==> src/rtl/id_decoder.sv <==
// Registered instruction decoder: splits a 17-bit instruction into register
// addresses and datapath control signals, one cycle after sampling.
module id_decoder (
  input  logic        clk,
  input  logic        rst_n,
  input  logic [16:0] instruction,
  output logic        RW,
  output logic [2:0]  DA,
  output logic [1:0]  MD,
  output logic [1:0]  BS,
  output logic        PS,
  output logic        MW,
  output logic [3:0]  FS,
  output logic        MA,
  output logic        MB,
  output logic [2:0]  AA,
  output logic [2:0]  BA,
  output logic        CS,
  output logic [2:0]  SH,
  output logic        output_write_enable
);

  typedef enum logic [4:0] {
    OP_NOP  = 5'b00000, OP_MOVA = 5'b00001, OP_INC  = 5'b00010,
    OP_ADD  = 5'b00011, OP_SUB  = 5'b00100, OP_DEC  = 5'b00101,
    OP_AND  = 5'b00110, OP_OR   = 5'b00111, OP_XOR  = 5'b01000,
    OP_NOT  = 5'b01001, OP_MOVB = 5'b01010, OP_SHR  = 5'b01011,
    OP_SHL  = 5'b01100, OP_LD   = 5'b01101, OP_ST   = 5'b01110,
    OP_OUT  = 5'b01111, OP_LDI  = 5'b10000, OP_ADI  = 5'b10001,
    OP_SLT  = 5'b10010, OP_BRZ  = 5'b10100, OP_BNZ  = 5'b10101,
    OP_JMR  = 5'b10110, OP_JMP  = 5'b10111, OP_JAL  = 5'b11000
  } opcode_e;

  typedef struct packed {
    logic       rw;
    logic [2:0] da;
    logic [1:0] md;
    logic [1:0] bs;
    logic       ps;
    logic       mw;
    logic [3:0] fs;
    logic       ma;
    logic       mb;
    logic [2:0] aa;
    logic [2:0] ba;
    logic       cs;
    logic [2:0] sh;
    logic       owe;
  } ctrl_t;

  ctrl_t ctrl_d, ctrl_q;

  always_comb begin
    // NOTE: assigning every field up front keeps this block latch-free; the
    // case below only overrides what each opcode changes.
    ctrl_d    = '0;
    ctrl_d.da = instruction[11:9];
    ctrl_d.aa = instruction[8:6];
    ctrl_d.ba = instruction[5:3];
    ctrl_d.sh = instruction[2:0];
    case (instruction[16:12])
      OP_MOVA: begin ctrl_d.rw = 1'b1; ctrl_d.fs = 4'b0000; end
      OP_INC:  begin ctrl_d.rw = 1'b1; ctrl_d.fs = 4'b0001; end
      OP_ADD:  begin ctrl_d.rw = 1'b1; ctrl_d.fs = 4'b0010; end
      OP_SUB:  begin ctrl_d.rw = 1'b1; ctrl_d.fs = 4'b0101; end
      OP_DEC:  begin ctrl_d.rw = 1'b1; ctrl_d.fs = 4'b0110; end
      OP_AND:  begin ctrl_d.rw = 1'b1; ctrl_d.fs = 4'b1000; end
      OP_OR:   begin ctrl_d.rw = 1'b1; ctrl_d.fs = 4'b1001; end
      OP_XOR:  begin ctrl_d.rw = 1'b1; ctrl_d.fs = 4'b1010; end
      OP_NOT:  begin ctrl_d.rw = 1'b1; ctrl_d.fs = 4'b1011; end
      OP_MOVB: begin ctrl_d.rw = 1'b1; ctrl_d.fs = 4'b1100; end
      OP_SHR:  begin ctrl_d.rw = 1'b1; ctrl_d.fs = 4'b1101; end
      OP_SHL:  begin ctrl_d.rw = 1'b1; ctrl_d.fs = 4'b1110; end
      OP_LD:   begin ctrl_d.rw = 1'b1; ctrl_d.md = 2'b01; end
      OP_ST:   ctrl_d.mw  = 1'b1;
      OP_OUT:  ctrl_d.owe = 1'b1;
      OP_LDI:  begin
        ctrl_d.rw = 1'b1; ctrl_d.mb = 1'b1; ctrl_d.fs = 4'b1100; ctrl_d.cs = 1'b0;
      end
      OP_ADI:  begin
        ctrl_d.rw = 1'b1; ctrl_d.mb = 1'b1; ctrl_d.fs = 4'b0010; ctrl_d.cs = 1'b1;
      end
      OP_SLT:  begin ctrl_d.rw = 1'b1; ctrl_d.md = 2'b10; ctrl_d.fs = 4'b0101; end
      OP_BRZ:  begin
        ctrl_d.bs = 2'b01; ctrl_d.ps = 1'b0; ctrl_d.mb = 1'b1; ctrl_d.cs = 1'b1;
      end
      OP_BNZ:  begin
        ctrl_d.bs = 2'b01; ctrl_d.ps = 1'b1; ctrl_d.mb = 1'b1; ctrl_d.cs = 1'b1;
      end
      OP_JMR:  ctrl_d.bs = 2'b10;
      OP_JMP:  begin ctrl_d.bs = 2'b11; ctrl_d.mb = 1'b1; ctrl_d.cs = 1'b1; end
      // Jump-and-link writes PC (A-bus from PC, pass-through) into DR.
      OP_JAL:  begin
        ctrl_d.rw = 1'b1; ctrl_d.ma = 1'b1; ctrl_d.fs = 4'b0000;
        ctrl_d.bs = 2'b11; ctrl_d.mb = 1'b1; ctrl_d.cs = 1'b1;
      end
      default: ;  // NOP and undefined opcodes keep the defaults
    endcase
  end

  // NOTE: sequential state uses non-blocking assignment so every flop
  // samples the pre-edge value regardless of process ordering.
  always_ff @(posedge clk or negedge rst_n) begin
    if (!rst_n) ctrl_q <= '0;
    else        ctrl_q <= ctrl_d;
  end

  assign RW                  = ctrl_q.rw;
  assign DA                  = ctrl_q.da;
  assign MD                  = ctrl_q.md;
  assign BS                  = ctrl_q.bs;
  assign PS                  = ctrl_q.ps;
  assign MW                  = ctrl_q.mw;
  assign FS                  = ctrl_q.fs;
  assign MA                  = ctrl_q.ma;
  assign MB                  = ctrl_q.mb;
  assign AA                  = ctrl_q.aa;
  assign BA                  = ctrl_q.ba;
  assign CS                  = ctrl_q.cs;
  assign SH                  = ctrl_q.sh;
  assign output_write_enable = ctrl_q.owe;

endmodule

==> config.mk <==
export PLATFORM = sky130hd
export DESIGN_NAME = id_decoder
export DESIGN_NICKNAME = d
export VERILOG_FILES = /design/src/rtl/id_decoder.sv
export SDC_FILE = /design/constraint.sdc
export NUM_CORES = 1
export LEC_CHECK = 0
export ABC_CLOCK_PERIOD_IN_PS = 800
export BUFFER_PORTS_ARGS = -buffer_cell sky130_fd_sc_hd__buf_4
export CAP_MARGIN = 20
export CELL_PAD_IN_SITES_DETAIL_PLACEMENT = 1
export CELL_PAD_IN_SITES_GLOBAL_PLACEMENT = 2
export CORE_ASPECT_RATIO = 0.75
export CORE_UTILIZATION = 27
export CTS_CLUSTER_DIAMETER = 80
export CTS_CLUSTER_SIZE = 30
export DETAILED_ROUTE_END_ITERATION = 7
export PLACE_DENSITY_LB_ADDON = 0.15
export RECOVER_POWER = 50
export SLEW_MARGIN = 25
export SYNTH_ARGS = -nofsm -noshare
export SYNTH_HDL_FRONTEND = slang
export SYNTH_SLANG_ARGS = --single-unit
==> constraint.sdc <==
create_clock -name clk -period 0.8 [get_ports clk]
set_input_delay 0.04 -clock clk [delete_from_list [all_inputs] [get_ports clk]]
set_output_delay 0.04 -clock clk [all_outputs]
set_load 0.01 [all_outputs]
After elaboration in Yosys (flattened, before gate mapping):

Index checks and enable logic that the tools add are counted.
Widths: inputs -> output; s select.

* bits in registers: 27
* bits in latches: 0
* memory bits (writable): 0
* bits in read-only memories: 0
* input port bits: 19
* word-level logic and storage cells: 55
* memories kept: 0

* add/sub/neg operators: 0
* multipliers: 0
* divide/modulo/power cells: 0
* $lt $le $gt $ge: 0
* equality and inequality tests: 23
* shifts and indexed selects: 0
* muxes and demuxes: 10
* bitwise logic cells: 0
* reduce and logical (&&, ||, !) cells: 8

Operator list (count)
* $pmux 4 s11: 1
* $eq 5x4->1 const B: 8
* $eq 5x5->1 const B: 8
* $eq 5x3->1 const B: 4
* $reduce_or 17->1: 1
* $eq 5x2->1 const B: 2
* $reduce_or 2->1: 5
* $mux 1: 7
* $pmux 2 s3: 1
* $reduce_or 6->1: 1
* $eq 5x1->1 const B: 1
* $reduce_or 5->1: 1
* $pmux 2 s2: 1

Logic depth before layout (Yosys ltp):

* depth in word-level cells: 3
* depth in mapped cells: 5

Worst setup path before layout:

Ideal clock, no wire load.

* kind: in2reg
* start: input port instruction[16]
* end: register ctrl_q (netlist bit RW)
* setup time: 133 ps
* arrival time: 704 ps
* data required time: 667 ps
* slack: -37 ps
* cell stages on the path: 4
* cells stage by stage: buf_6 -> or3_1 -> o31ai_1 -> a21oi_1

RTL lines
* from (decl): line 6 `input logic [16:0] instruction,`
* to (signal assigned): line 105 `else ctrl_q <= ctrl_d;`
* to (decl): line 51 `ctrl_t ctrl_d, ctrl_q;`

Final worst setup path:

* start: register ctrl_q (netlist bit RW)
* end: output port RW

RTL lines
* to (decl): line 7 `output logic RW,`

No word-level cell between the ends.

==> impl_metrics.json <==
{
  "power_density_nw_per_um2": 1526,
  "finalSetupTns_ns": -0.1335,
  "cp_top_family": "flip-flops",
  "yosys.area.top_type_share_pct": 64.36,
  "synth_seq_area_share_pct": 64.36,
  "fin_ws_ns": -0.02150,
  "rsz0062_at_grt": "true",
  "fill_cells": 402,
  "p_leak_uw": 0.0008659,
  "crit_path_end": "RW",
  "yosys_most_used_dff": "dfrtp_1",
  "status": "finished, violations left",
  "worst_pin_slew_ns": 0.3584,
  "syn-num-nets": 106,
  "die-height_um": 56,
  "vias": 898,
  "post_drt_wl_per_cell_um": 12.70,
  "max-clock-path-buffers": 2,
  "path_clk_slew_ns": 0.09,
  "yosys_warnings": 0,
  "first_pass_iters": 4,
  "die-area_um2": 4144,
  "critPathMaxFanout": 1,
  "final_cell_mix": "dfrtp_1 (27), buf_6 (27), buf_4 (22)",
  "crit_buf_inv": 1,
  "synth_area_leaders": "dfrtp_1 (64%), a21oi_1 (3.3%), nor3b_2 (2.4%)",
  "cap_violations": 0,
  "fin_hold_ws_ns": 0.1155,
  "syn-cell-area_um2": 1050,
  "fin_nets": 178,
  "vdd_drop_max_mv": 0.7008,
  "postCtsSetupRepairBufs": 0,
  "utilization_pct": 48.86,
  "setup_violations": 21,
  "power.total_uw": 2747,
  "min_path_cells": 3,
  "endpoint_kind": "output port",
  "drive_gt1_share_pct": 41.14,
  "cts_tree": "done",
  "grt_max_degree": 28,
  "synthCells": 87,
  "hp-class": "input pin to flop",
  "die_width_um": 74,
  "ys_ff_latch": 27,
  "cp_num_cells": 1,
  "finalHoldViolCount": 0,
  "grt_pass1_vias": 921,
  "io_buffers": 45,
  "hpwl_um": 1896,
  "synth_area_per_cell_um2": 12.07,
  "root_buffer": "clkbuf_8",
  "finalCritPeriodShare_pct": 102.7,
  "failed_checks": "setup timing",
  "fmax_mhz": 1217,
  "slew_headroom_pct": 76.11,
  "io_pins": 46,
  "numClockSinks": 27,
  "critPathMaxStageDelay_ns": 0.40,
  "slowest_stage": "dfrtp_1",
  "insertedDiodeCount": 0,
  "coreArea_um2": 3685,
  "std_cell_rows": 19,
  "synth_largest_area_cell": "dfrtp_1",
  "finalMaxSlewViolations": 0,
  "critPathRequiredTime_ns": 0.76,
  "antenna_found_initial": 0,
  "start_util_pct": 28.49,
  "overflow": 0,
  "postRouteWirelength_um": 2668,
  "yosysUniqueCellTypes": 33,
  "ant_nets": 0,
  "avgViaCountPerCell": 4.276,
  "grt_pass1_wl_um": 4271,
  "synth_edf_count": 0,
  "first_iter_violations": 36,
  "grtUsageTotal_pct": 13.51,
  "min_period_ns": 0.8215,
  "path_class": "flop to output port",
  "cp_cell_sequence": "buf_6",
  "async_flop_share_pct": 100.0,
  "htree_levels": 1,
  "gp_congestion": 0.8023,
  "areaGrowthSynthToFinish_pct": 71.51,
  "cts-buffers-inserted": 3,
  "remaining_drc_errors": 0,
  "dp_slack_ns": -0.1693,
  "crit_start": "RW$_DFF_PN0_",
  "start_kind": "flop",
  "worst_ep_arrival_time_ns": 0.78
}
-- cell usage after synthesis, types with 2 or more instances --
| master | number |
|---|---|
| a21boi_1 | 2 |
| a21oi_1 | 7 |
| and2b_1 | 3 |
| and3_1 | 2 |
| buf_2 | 3 |
| buf_6 | 2 |
| dfrtp_1 | 27 |
| inv_1 | 2 |
| nand2_1 | 5 |
| nand2b_1 | 3 |
| nor2_1 | 4 |
| nor3b_2 | 2 |
| o21ai_0 | 2 |
| o22ai_1 | 2 |
| or2b_1 | 2 |
| or3_1 | 2 |
-- power by group --
part | internal, µW | total [µW] | switching [µW]
registers | 1430 | 1460 | 31.5
logic | 318 | 542 | 224
clock network | 356 | 744 | 388
total | 2100 | 2750 | 644
-- worst min-delay path by stage --
stage	start	end	slack, ns
after floorplan	rst_n	AA[0]$_DFF_PN0_	-0.26
after global routing	instruction[15]	MD[1]$_DFF_PN0_	0.13
after CTS	instruction[15]	MD[1]$_DFF_PN0_	0.12
after detailed placement	rst_n	DA[2]$_DFF_PN0_	-0.03
after global placement	rst_n	DA[2]$_DFF_PN0_	-0.03
final	instruction[15]	MD[1]$_DFF_PN0_	0.12
-- registers in the layout, summed over array words and instances (netlist names) --
| name | count |
|---|---|
| AA | 3 |
| BA | 3 |
| BS | 2 |
| CS | 1 |
| DA | 3 |
| FS | 4 |
| MA | 1 |
| MB | 1 |
| MD | 2 |
| MW | 1 |
| PS | 1 |
| RW | 1 |
| SH | 3 |
| output_write_enable | 1 |
-- logic make-up after synthesis --
family / count (synthesis) / share of synthesized area (%)
AND/OR/NAND/NOR: 31 / 18.35
flip-flops: 27 / 64.36
buffers and inverters: 9 / 5.363
XOR/XNOR: 1 / 0.8345
AO/OA/AOI/OAI: 19 / 11.08
-- layout make-up --
cell class	count	area, µm²	share of cell area [%]
tap	52	65.06	3.614
inverter	2	7.507	0.4170
sequential	27	675.6	37.53
clock buffer	4	45.04	2.502
timing repair buffer	74	689.4	38.29
multi-input combinational	51	317.8	17.65
-- what timing repair did --
| item | CTS | global route |
|---|---|---|
| endpoints found under the hold margin | 40 | 0 |
| gates resized for setup | 27 | 0 |
| endpoints found under the setup margin | 27 | 27 |
| hold buffers | 14 | 0 |
-- through the flow --
stage | cells | cell area (µm²)
floorplan | 87 | 1052
global placement | 192 | 1516
detailed placement | 192 | 1516
CTS | 210 | 1803
global route | 210 | 1800
finish | 210 | 1800
-- metal layers --
metal  routed length [µm]  part of all wire, %  global-route usage (%)  vias up
met5                    0                    0                       0        -
met4                    0                    0                   3.022        0
li1                     -                    -                       -      438
met3                  145                  5.4                   2.355        0
met2                 1218                   46                   20.91       34
met1                 1304                   49                   19.56      426
Power figures use the tool's default switching activity.
